==> config.mk <==
export PLATFORM = sky130hd
export DESIGN_NAME = bcd_scan_mux
export DESIGN_NICKNAME = d
export VERILOG_FILES = /design/src/rtl/bcd_scan_mux.sv
export SDC_FILE = /design/constraint.sdc
export NUM_CORES = 1
export LEC_CHECK = 0
export ABC_AREA = 1
export CAP_MARGIN = 20
export CORE_ASPECT_RATIO = 0.7
export CORE_MARGIN = 2
export CORE_UTILIZATION = 55
export DETAILED_ROUTE_END_ITERATION = 8
export GPL_TIMING_DRIVEN = 1
export PLACE_DENSITY = 0.85
export SLEW_MARGIN = 10
export SYNTH_ARGS = -nofsm -noshare
export SYNTH_HDL_FRONTEND = slang
export SYNTH_SLANG_ARGS = --single-unit
==> constraint.sdc <==
create_clock -name clk -period 4.3 [get_ports clk]
set_input_delay 0.43 -clock clk [delete_from_list [all_inputs] [get_ports clk]]
set_output_delay 0.43 -clock clk [all_outputs]
set_load 0.02 [all_outputs]
==> src/rtl/bcd_scan_mux.sv <==
// bcd_scan_mux: multiplexed BCD display scanner with bank select, leading-zero blanking and blink
// Ports: clk, rst_n (async active-low); digits_in packed BCD per bank; bank_sel bank switch;
// en scan enable; blank_lz leading-zero blanking; blink_mask per-digit blink;
// bcd/an/digit_idx registered active slot; frame_tick pulse after wrap; bcd_err invalid digit shown.
module bcd_scan_mux #(
  parameter int DIGITS = 4,
  parameter int BANKS = 2,
  parameter int PRESCALE = 50000,
  parameter int BLINK_FRAMES = 64,
  localparam int BW = BANKS > 1 ? $clog2(BANKS) : 1,
  localparam int IW = DIGITS > 1 ? $clog2(DIGITS) : 1
) (
  input  logic                      clk,
  input  logic                      rst_n,
  input  logic [BANKS*DIGITS*4-1:0] digits_in,
  input  logic [BW-1:0]             bank_sel,
  input  logic                      en,
  input  logic                      blank_lz,
  input  logic [DIGITS-1:0]         blink_mask,
  output logic [3:0]                bcd,
  output logic [DIGITS-1:0]         an,
  output logic [IW-1:0]             digit_idx,
  output logic                      frame_tick,
  output logic                      bcd_err
);
  localparam int PW = $clog2(PRESCALE);
  localparam int FW = BLINK_FRAMES > 1 ? $clog2(BLINK_FRAMES) : 1;
  logic [PW-1:0] presc;
  logic [BW-1:0] sync0, sync1, active_bank, bank_clamp, bank_nxt;
  logic [FW-1:0] bcnt, bcnt_nxt;
  logic phase, phase_nxt, tick, wrap, last_blink, blank, bad, z;
  logic [IW-1:0] idx_nxt;
  logic [DIGITS*4-1:0] bank_digits;
  logic [DIGITS-1:0] lz, strobe;
  logic [3:0] src;
  // Everything is computed for the index about to be loaded, and for the bank/blink
  // state that will hold after this edge, so a wrap edge already shows the new frame.
  always_comb begin
    tick = en && presc == PW'(PRESCALE-1);
    wrap = tick && digit_idx == IW'(DIGITS-1);
    idx_nxt = digit_idx == IW'(DIGITS-1) ? '0 : digit_idx + 1'b1;
    bank_clamp = int'(sync1) >= BANKS ? BW'(BANKS-1) : sync1;
    bank_nxt = wrap ? bank_clamp : active_bank;
    last_blink = bcnt == FW'(BLINK_FRAMES-1);
    bcnt_nxt = wrap ? (last_blink ? '0 : bcnt + 1'b1) : bcnt;
    phase_nxt = phase ^ (wrap && last_blink);
    bank_digits = digits_in[int'(bank_nxt)*DIGITS*4 +: DIGITS*4];
    z = 1'b1;
    lz = '0;
    // lz[i]: digits DIGITS-1 down to i are all zero
    for (int i = DIGITS-1; i >= 0; i--) begin
      z = z & (bank_digits[i*4 +: 4] == 4'd0);
      lz[i] = z;
    end
    src = bank_digits[int'(idx_nxt)*4 +: 4];
    blank = (blank_lz && idx_nxt != '0 && lz[idx_nxt]) || (phase_nxt && blink_mask[idx_nxt]);
    bad = src > 4'd9;
    strobe = ~(DIGITS'(1) << idx_nxt);
  end
  always_ff @(posedge clk or negedge rst_n) begin
    if (!rst_n) begin
      presc <= '0;
      sync0 <= '0;
      sync1 <= '0;
      active_bank <= '0;
      bcnt <= '0;
      phase <= 1'b0;
      digit_idx <= '0;
      an <= '1;
      bcd <= 4'hF;
      bcd_err <= 1'b0;
      frame_tick <= 1'b0;
    end else begin
      sync0 <= bank_sel;
      sync1 <= sync0;
      frame_tick <= wrap;
      if (!en) an <= '1;
      if (en) presc <= tick ? '0 : presc + 1'b1;
      if (tick) begin
        digit_idx <= idx_nxt;
        active_bank <= bank_nxt;
        bcnt <= bcnt_nxt;
        phase <= phase_nxt;
        an <= blank ? '1 : strobe;
        bcd <= (blank || bad) ? 4'hF : src;
        bcd_err <= !blank && bad;
      end
    end
  end
endmodule

==> flow_metrics.tcl, run 1 <==
set metrics [dict create \
    hold_buffers 0 \
    ff2ff_setup_slack_ns 1.68 \
    drv_cap 0 \
    remaining_drc_errors 0 \
    skew_ns 0.0116 \
    postCtsSetupRepairBufs 0 \
    status "finished clean" \
    cts_tree "done" \
    drtPass1Iterations 5 \
    cts.sinks 38 \
    critPathCaptureType "register" \
    cts_max_level 2 \
    multiInputGateArea_um2 1220 \
    grt-ovfl-total 0 \
    finalCritPeriodShare_pct 61.0 \
    rsz0062_at_grt "no" \
    die_h_um 60.1 \
    clk_pin_slew_ns 0.07 \
    grt_pass1_vias 2144 \
    ir_worst_vdd_mv 0.282 \
    slew-limit-headroom_pct 46.6 \
    cts_buffer_depth 2 \
    grt_first_pass_wirelength_mm 9.46 \
    critPathLaunch "digit_idx[0]" \
    yosysSeqAreaShare_pct 38.9 \
    rows 20 \
    cts_root_buf "clkbuf_8" \
    core_area_um2 4330 \
    final_core_util_pct 72.0 \
    fillers 351 \
    r2r_end "bcd[0]" \
    reg2reg_from "digit_idx[0]" \
    cts-resized-gates 0 \
    synthToLayoutAreaGrowth_pct 26.0 \
    drtAntennaViolNets 0 \
    slew_viol_final 0 \
    antenna_found_initial 0 \
    wl_per_cell_um 12.1 \
    synth_area_per_cell_um2 6.96 \
    syn_nets 403 \
    synth_edf_count 0 \
    layout-drive-gt1-share_pct 9.98 \
    start_kind "register" \
    ys.flop_type "dfrtp_1" \
    reg2reg_depth 13 \
    ys_ff_latch 38 \
    synthCells 355 \
    ys_warn_count 0 \
    nets 458 \
    ff_latch_area_um2 961 \
    power_leakage_nw 1.59 \
    hold_class "in2async" \
    crit_path_end "bcd[0]" \
    clk_latency_ns 0.30 \
    worst-setup-path-type "reg2reg" \
    synth-async-reset-ratio_pct 100 \
    cellPowerDensity_nw_per_um2 291 \
    gp_congestion 0.876 \
    drtIter0Drc 176 \
    fp.dieW_um 84.1 \
    grt_max_degree 39 \
    vias 2356 \
    cts_buffers 5 \
    worstPathRequired_ns 4.53 \
    hold_violations 0 \
    critPathArrivalTime_ns 2.85 \
    final-setup-viol-count 0 \
    io_pins 53 \
    tightest_slew_ns 0.801 \
    dp_hpwl_mm 4.44 \
    period_minus_slack_ns 2.62 \
    ys_types 36 \
    crit_path_max_fanout 8 \
    n_antenna_cell 0 \
    vias_per_cell 5.06 \
    clock.fmax_mhz 381 \
    finalSetupTns_ns 0 \
    start_util_pct 57.1 \
    grt_usage_pct 23.9 \
    dieArea_um2 5060 \
    synth_area_um2 2470 \
    drt_wl_total_mm 5.62 \
    port-buffer-count 52 \
]
cells in the mapped netlist, types with 2 or more instances:
cell type,number,area [um^2]
ha_1,7,87.6
nor2_1,35,131
a21oi_1,10,50.1
dfrtp_1,30,751
or2_2,4,25.0
nor3_1,4,20.0
nand3b_1,2,15.0
dfstp_2,8,210
xnor2_1,2,17.5
nand4_1,3,18.8
nand3_1,32,160
nand3_2,2,20.0
o21ai_0,15,75.1
xor2_1,3,26.3
o211ai_1,2,15.0
o21ai_1,6,30.0
clkbuf_1,2,7.51
inv_1,65,244
nand2_2,8,50.1
nand2_1,94,353
o21ai_2,2,17.5
clkinv_1,2,7.51
nand2_4,2,22.5
inv_2,3,11.3
cells by family after synthesis:
| group | Yosys count | synth area share (%) |
|---|---|---|
| AO/OA/AOI/OAI | 39 | 8.86 |
| XOR/XNOR | 5 | 1.77 |
| adder cells (fa/ha/maj) | 7 | 3.54 |
| buffers and inverters | 74 | 11.6 |
| flip-flops | 38 | 38.9 |
| AND/OR/NAND/NOR | 192 | 35.4 |
stage by stage:
step	instance area [um^2]	instances	power [mW]	hold slack (ns)	setup slack, ns
2_1_floorplan	2470	355	0.587	0.134	2.10
3_3_place_gp	3030	458	0.660	0.333	1.73
3_5_place_dp	3030	458	0.673	0.348	1.70
4_1_cts	3120	466	0.909	0.239	1.77
5_1_grt	3120	466	0.967	0.290	1.40
6_report	3120	466	0.908	0.222	1.68
per-layer routing:
metal	vias to the layer above	part of all wire, %	global-route usage, %	routed length [um]
li1	1207	-	-	-
met1	1067	51	34.5	2860
met2	72	42	36.1	2370
met3	10	5.4	5.25	306
met4	0	1.4	7.37	78
met5	-	0	0	0
power by group:
part	switching [mW]	internal (mW)
clock	0.124	0.112
combinational	0.124	0.0913
sequential	0.0439	0.412
layout make-up:
type                            count  share of cell area, %
Timing Repair Buffer               52                   16.5
Tap cell                           55                   2.21
Inverter                           70                   8.43
Multi-Input combinational cell    243                   39.3
Clock inverter                      2                  0.321
Sequential cell                    38                   30.8
Clock buffer                        6                   2.33
worst min-delay path by stage:
stage	from	to	cells past startpoint
6_report	rst_n	presc[9]	1
5_1_grt	rst_n	presc[9]	1
4_1_cts	rst_n	presc[14]	1
3_5_place_dp	sync0	bank_clamp	0
3_3_place_gp	sync0	bank_clamp	0
2_1_floorplan	rst_n	active_bank	0
worst max-delay path, cell delays in order, from the launching register on:
cell	delay [ns]
dfrtp_1	0.47
ha_1	0.32
nor2_1	0.45
inv_1	0.23
nor2_1	0.37
nand3_1	0.13
nand2_1	0.08
inv_1	0.04
nand2_1	0.08
inv_1	0.06
o21ai_2	0.06
nand3_2	0.10
nor2_1	0.12
nor2_1	0.05
placed cells by master, fill, tap and decap left out, types with 2 or more instances in the layout:
cell type / count
nand2_1: 94
inv_1: 65
clkdlybuf4s50_1: 51
nor2_1: 35
nand3_1: 32
dfrtp_1: 30
o21ai_0: 15
a21oi_1: 10
nand2_2: 8
dfstp_2: 8
ha_1: 7
o21ai_1: 6
clkbuf_8: 5
nor3_1: 4
or2_2: 4
inv_2: 3
xor2_1: 3
nand4_1: 3
nand3_2: 2
clkinv_1: 2
nand2_4: 2
o21ai_2: 2
nand3b_1: 2
xnor2_1: 2
o211ai_1: 2
clkinv_2: 2
registers in the layout (all words and copies together), names as in the netlist:
signal,flops
presc,16
bcnt,6
an,4
bcd,4
digit_idx,2
active_bank,1
bank_clamp,1
bcd_err,1
frame_tick,1
phase,1
sync0,1
(Power assumes the default switching activity.)
==> inputs of run 2 (changes only) <==
--- a/config.mk
+++ b/config.mk
@@ -9,10 +9,10 @@
 export CAP_MARGIN = 20
 export CORE_ASPECT_RATIO = 0.7
 export CORE_MARGIN = 2
-export CORE_UTILIZATION = 55
+export CORE_UTILIZATION = 46
 export DETAILED_ROUTE_END_ITERATION = 8
 export GPL_TIMING_DRIVEN = 1
-export PLACE_DENSITY = 0.85
+export PLACE_DENSITY = 0.76
 export SLEW_MARGIN = 10
 export SYNTH_ARGS = -nofsm -noshare
 export SYNTH_HDL_FRONTEND = slang
==> constraint.sdc (replaced) <==
create_clock -name clk -period 2.34 [get_ports clk]
set_input_delay 0.234 -clock clk [delete_from_list [all_inputs] [get_ports clk]]
set_output_delay 0.234 -clock clk [all_outputs]
set_load 0.02 [all_outputs]
==> run 2 against run 1 <==
The run now ends with negative setup slack left. Power rose by 95%. Register-to-register slack got worse by 1.8 ns. Routed wire length grew 17%. Die area up 18%. Critical endpoint is now bcd[1]. Largest power group unchanged. Highest routed layer unchanged.
==> flow_metrics.tcl, run 2 (synthesis gave the netlist of run 1 again) <==
set metrics [dict create \
    cp_num_buf_inv 2 \
    reg2reg_depth 20 \
    antenna_found_initial 0 \
    nets 483 \
    drv_cap 0 \
    core_area_um2 5200 \
    place_ws_ns -0.0176 \
    vias_per_cell 4.90 \
    critical_path.top_delay_family "simple AND/OR/NAND/NOR gates" \
    worst-setup-path-type "reg2reg" \
    critPathArrivalTime_ns 2.68 \
    start_util_pct 47.5 \
    dp_cells 484 \
    clk_pin_slew_ns 0.08 \
    hold_violations 0 \
    grt_pass1_vias 2115 \
    final_cell_mix "nand2_1 (83), inv_1 (65), clkdlybuf4s50_1 (51)" \
    fillers 408 \
    layout_commonest_cell "nand2_1" \
    grt_max_degree 39 \
    critPathCaptureType "register" \
    r2r_end "bcd[1]" \
    drtPass1Iterations 4 \
    io_pins 53 \
    dieArea_um2 5990 \
    clk_latency_ns 0.29 \
    cts_buffer_depth 2 \
    remaining_drc_errors 0 \
    netSwitchingFraction_pct 31.5 \
    start_kind "register" \
    worstPathCellList "ha_2 > nand2_2 > nor2_4 > nand2_2 > nor2_4 > buf_6 > nand4_4 > buf_4 > nand2_8 > nand2_1 > nand2_1 > nor2_1 > nand2_1 > nand2_1 > nand2_1 > nand2_1 > nand2_2 > nand3_2 > nor2_2 > nor2_1" \
    layout-drive-gt1-share_pct 20.9 \
    hold_ws_ns 0.0618 \
    drt_wl_total_mm 6.57 \
    tightest_slew_ns 0.904 \
    top_regs "presc x16, bcnt x6" \
    finalCritPeriodShare_pct 105 \
    crit_path_max_fanout 8 \
    die_h_um 65.3 \
    cts_max_level 2 \
    hold_buffers 0 \
    largest_reg_flops 16 \
    dp_hpwl_mm 4.53 \
    clock.fmax_mhz 406 \
    fin_cells 508 \
    regMostFlops "presc" \
    clock_power_share_pct 27.9 \
    pwr-share-seq_pct 47.4 \
    final_core_util_pct 68.0 \
    rows 22 \
    fp.dieW_um 91.6 \
    reg2reg_from "presc[1]" \
    port-buffer-count 52 \
    cts_buffers 5 \
    ff2ff_setup_slack_ns -0.12 \
    ff_latch_area_um2 961 \
    rsz0062_at_grt "yes" \
    vias 2488 \
    violations "negative setup slack" \
    synthToLayoutAreaGrowth_pct 43.1 \
    cts_root_buf "clkbuf_8" \
    critPathMaxStageDelay_ns 0.38 \
    power_leakage_nw 1.76 \
    grt_first_pass_wirelength_mm 9.92 \
    comb_power_share_pct 24.7 \
    final-setup-viol-count 9 \
    crit_path_frequent_cell "nand2_1" \
    multiInputGateArea_um2 1410 \
    status "finished, violations left" \
    grt-ovfl-total 0 \
    drtAntennaViolNets 0 \
    p_int_mw 1.21 \
    switching_power_mw 0.555 \
    cts_tree "done" \
    slew-limit-headroom_pct 39.7 \
    slew_viol_final 0 \
    worstPathRequired_ns 2.56 \
    slowest_stage "dfrtp_1" \
    ir_worst_vdd_mv 0.453 \
    hold_class "in2async" \
    gp_congestion 0.881 \
    drtIter0Drc 195 \
    cts.sinks 38 \
    skew_ns 0.00800 \
    cellPowerDensity_nw_per_um2 499 \
    grt_usage_pct 20.8 \
    setup_slack_ns -0.121 \
    wl_per_cell_um 12.9 \
    period_minus_slack_ns 2.46 \
    n_antenna_cell 0 \
]
-- run 2: changes by cell type in the layout (fill, tap and decap cells not counted), sizes merged --
cell    previous run  this run
clkinv             4         3
clkbuf             6         8
buf                1        22
nand2            104       107
-- run 2: area by class of cell --
| class | count | share of cell area (%) |
|---|---|---|
| Multi-Input combinational cell | 246 | 39.8 |
| Sequential cell | 38 | 27.2 |
| Timing Repair Buffer | 74 | 20.3 |
| Inverter | 70 | 7.43 |
| Clock buffer | 7 | 2.72 |
| Tap cell | 72 | 2.55 |
| Clock inverter | 1 | 0.106 |
-- run 2: worst max-delay path by stage --
stage / startpoint / endpoint / slack (ns) / depth (start not counted)
6_report: presc[1] / bcd[1] / -0.12 / 20
5_1_grt: presc[1] / bcd[2] / -0.26 / 20
4_1_cts: presc[1] / an[2] / 0.03 / 18
3_5_place_dp: presc[0] / bcd_err / -0.02 / 17
3_3_place_gp: presc[0] / bcd_err / 0.04 / 17
2_1_floorplan: digit_idx[0] / bcd[0] / 0.14 / 13
-- run 2: through the flow --
stage | power (mW) | area (um^2) | setup TNS [ns]
after floorplan | 1.08 | 2470 | 0
after global placement | 1.22 | 3120 | 0
after detailed placement | 1.23 | 3120 | -0.0176
after CTS | 1.73 | 3290 | 0
after global routing | 1.88 | 3540 | -2.08
final | 1.77 | 3540 | -0.934
-- run 2: worst register-to-register path, cell delays in order (launching register included) --
cell and delay, ns:
dfrtp_1 0.38, ha_2 0.20, nand2_2 0.07, nor2_4 0.09, nand2_2 0.07, nor2_4 0.17, buf_6 0.13, nand4_4 0.07
buf_4 0.20, nand2_8 0.10, nand2_1 0.06, nand2_1 0.09, nor2_1 0.06, nand2_1 0.08, nand2_1 0.07, nand2_1 0.09
nand2_1 0.08, nand2_2 0.10, nand3_2 0.10, nor2_2 0.12, nor2_1 0.05
-- run 2: metal layers --
layer,up-vias,global-route usage [%],wire length (um)
met2,62,30.3,2960
met1,1156,31.3,3140
met5,-,0,0
met3,2,5.85,462
met4,0,2.84,10
li1,1268,-,-
-- run 2: power groups by stage --
stage	registers [mW]	clock network (mW)	logic, mW
2_1_floorplan	0.826	0	0.252
3_3_place_gp	0.841	0	0.381
3_5_place_dp	0.843	0	0.390
4_1_cts	0.831	0.502	0.399
5_1_grt	0.851	0.537	0.496
6_report	0.836	0.493	0.436
-- run 2: timing repair --
action                                  4_1_cts  5_1_grt
gates resized for setup                       4       36
cloned                                        1        2
buffers inserted                              5        8
endpoints found under the hold margin         0        0
endpoints found under the setup margin        9        9
pin swaps                                     4        8
==> inputs of run 3 (changes only) <==
--- a/config.mk
+++ b/config.mk
@@ -11,8 +11,9 @@
 export CORE_MARGIN = 2
 export CORE_UTILIZATION = 46
 export DETAILED_ROUTE_END_ITERATION = 8
+export GPL_ROUTABILITY_DRIVEN = 0
 export GPL_TIMING_DRIVEN = 1
-export PLACE_DENSITY = 0.76
+export PLACE_DENSITY = 0.83
 export SLEW_MARGIN = 10
 export SYNTH_ARGS = -nofsm -noshare
 export SYNTH_HDL_FRONTEND = slang
==> run 3 against run 2 <==
The flow still finishes with violations (negative setup slack). Clock skew fell by 0.0029 ns. Critical endpoint is now bcd_err. Global-route usage fell by 0.22 points. Maximum frequency rose by 4.3%.
==> flow_metrics.tcl, run 3 (synthesis gave the netlist of run 1 again) <==
set metrics [dict create \
    skew_ns 0.00512 \
    cts_root_buf "clkbuf_8" \
    dieArea_um2 5990 \
    slew-limit-headroom_pct 37.6 \
    slowest_stage "dfrtp_1" \
    reg2reg_from "presc[1]" \
    power.total_mw 1.72 \
    grt_max_degree 39 \
    hold_ws_ns 0.0797 \
    dp_hpwl_mm 4.77 \
    hold_buffers 0 \
    cts.sinks 38 \
    critPathCaptureType "register" \
    slew_viol_final 0 \
    cts_tree "done" \
    power_leakage_nw 1.71 \
    rows 22 \
    n_antenna_cell 0 \
    drv_cap 0 \
    finalCritPeriodShare_pct 101 \
    critPathArrivalTime_ns 2.53 \
    violations "negative setup slack" \
    regMostFlops "presc" \
    period_minus_slack_ns 2.36 \
    wl_per_cell_um 13.4 \
    fin_cells 502 \
    crit_path_max_fanout 6 \
    cts_buffer_depth 2 \
    drt_wl_total_mm 6.70 \
    reg2reg_depth 17 \
    antenna_found_initial 0 \
    final_cell_mix "nand2_1 (77), inv_1 (65), clkdlybuf4s50_1 (51)" \
    worst-setup-path-type "reg2reg" \
    remaining_drc_errors 0 \
    io_pins 53 \
    cts_buffers 5 \
    status "finished, violations left" \
    r2r_end "bcd_err" \
    final_core_util_pct 65.9 \
    port-buffer-count 52 \
    setup_slack_ns -0.0197 \
    grt-ovfl-total 0 \
    grt_pass1_vias 2218 \
    start_util_pct 47.5 \
    clock.fmax_mhz 424 \
    place_ws_ns -0.0465 \
    synthToLayoutAreaGrowth_pct 38.7 \
    final-setup-viol-count 2 \
    nets 477 \
    grt_first_pass_wirelength_mm 9.86 \
    ir_worst_vdd_mv 0.509 \
    clk_pin_slew_ns 0.07 \
    cts_max_level 2 \
    worstPathCellList "ha_2 > nand2_2 > nor2_1 > nand2_1 > nor2_4 > nand4_1 > buf_4 > nand2_4 > nand2_2 > nand2_2 > nand2_2 > nor2_2 > nor2_1 > nor2_2 > nand2_4 > nand2_4 > o21ai_1" \
    die_h_um 65.3 \
    tightest_slew_ns 0.936 \
    grt_usage_pct 20.6 \
    dp_cells 483 \
    drtPass1Iterations 4 \
    layout-drive-gt1-share_pct 18.8 \
    layout_commonest_cell "nand2_1" \
    critPathMaxStageDelay_ns 0.37 \
    core_area_um2 5200 \
    largest_reg_flops 16 \
    vias_per_cell 5.09 \
    worstPathRequired_ns 2.51 \
    fp.dieW_um 91.6 \
    vias 2556 \
    hold_violations 0 \
    rsz0062_at_grt "yes" \
    ff2ff_setup_slack_ns -0.02 \
    clk_latency_ns 0.29 \
    hold_class "in2async" \
    drtIter0Drc 264 \
    crit_path_frequent_cell "nand2_2" \
    start_kind "register" \
    drtAntennaViolNets 0 \
    top_regs "presc x16, bcnt x6" \
    cellPowerDensity_nw_per_um2 501 \
]
## run 3: cell count changes in the layout (fill, tap and decap cells not counted), moves of 2 or more
cell	change
clkbuf_8	-2
o21ai_1	+3
nand3_2	-2
clkbuf_1	+3
o21ai_2	-3
buf_4	-3
nor2_1	+2
nand2_1	-6
buf_6	-2
nand2_2	+7
## run 3: repair_timing
item,CTS,global route
pin swaps,0,13
endpoints found under the setup margin,9,9
setup buffers,1,7
cloned,0,3
gates resized for setup,1,33
## run 3: cell type report
type / instances / area, um^2
Multi-Input combinational cell: 246 / 1380
Sequential cell: 38 / 961
Fill cell: 432 / 1770
Clock buffer: 8 / 80.1
Tap cell: 72 / 90.1
Timing Repair Buffer: 68 / 652
Inverter: 70 / 263
## run 3: per-layer routing
layer | GRT usage, % | vias up | part of all wire, %
li1 | - | 1258 | -
met1 | 29.2 | 1217 | 46
met2 | 32.6 | 77 | 46
met3 | 4.47 | 4 | 6.9
met4 | 4.17 | 0 | 0.43
met5 | 0 | - | 0
## run 3: power breakdown
group,internal [mW],switching (mW),total [mW],leakage [nW]
registers,0.756,0.0825,0.839,0.436
clock network,0.212,0.226,0.438,0.0395
logic,0.188,0.253,0.440,1.24
total,1.16,0.561,1.72,1.71
## run 3: metrics by stage
| stage | instance area [um^2] | TNS [ns] |
|---|---|---|
| 6_report | 3430 | -0.0202 |
| 5_1_grt | 3430 | -1.29 |
| 4_1_cts | 3210 | 0 |
| 3_5_place_dp | 3110 | -0.107 |
| 3_3_place_gp | 3110 | 0 |
| 2_1_floorplan | 2470 | 0 |
## run 3: worst max-delay path by stage
stage                       from      end  slack [ns]  cells past startpoint
finish                  presc[1]  bcd_err       -0.02                     17
global route            presc[0]    an[3]       -0.16                     19
CTS                     presc[1]  bcd_err        0.02                     17
detailed placement      presc[0]  bcd_err       -0.05                     17
global placement        presc[0]  bcd_err        0.05                     17
floorplan           digit_idx[0]   bcd[0]        0.14                     13
## run 3: worst max-delay path, delay by kind of cell (launching register included)
family / cells / cell delay (ns)
AO/OA/AOI/OAI: 1 / 0.09
buffers and inverters: 1 / 0.23
flip-flops: 1 / 0.37
AND/OR/NAND/NOR: 14 / 1.35
adder cells (fa/ha/maj): 1 / 0.20
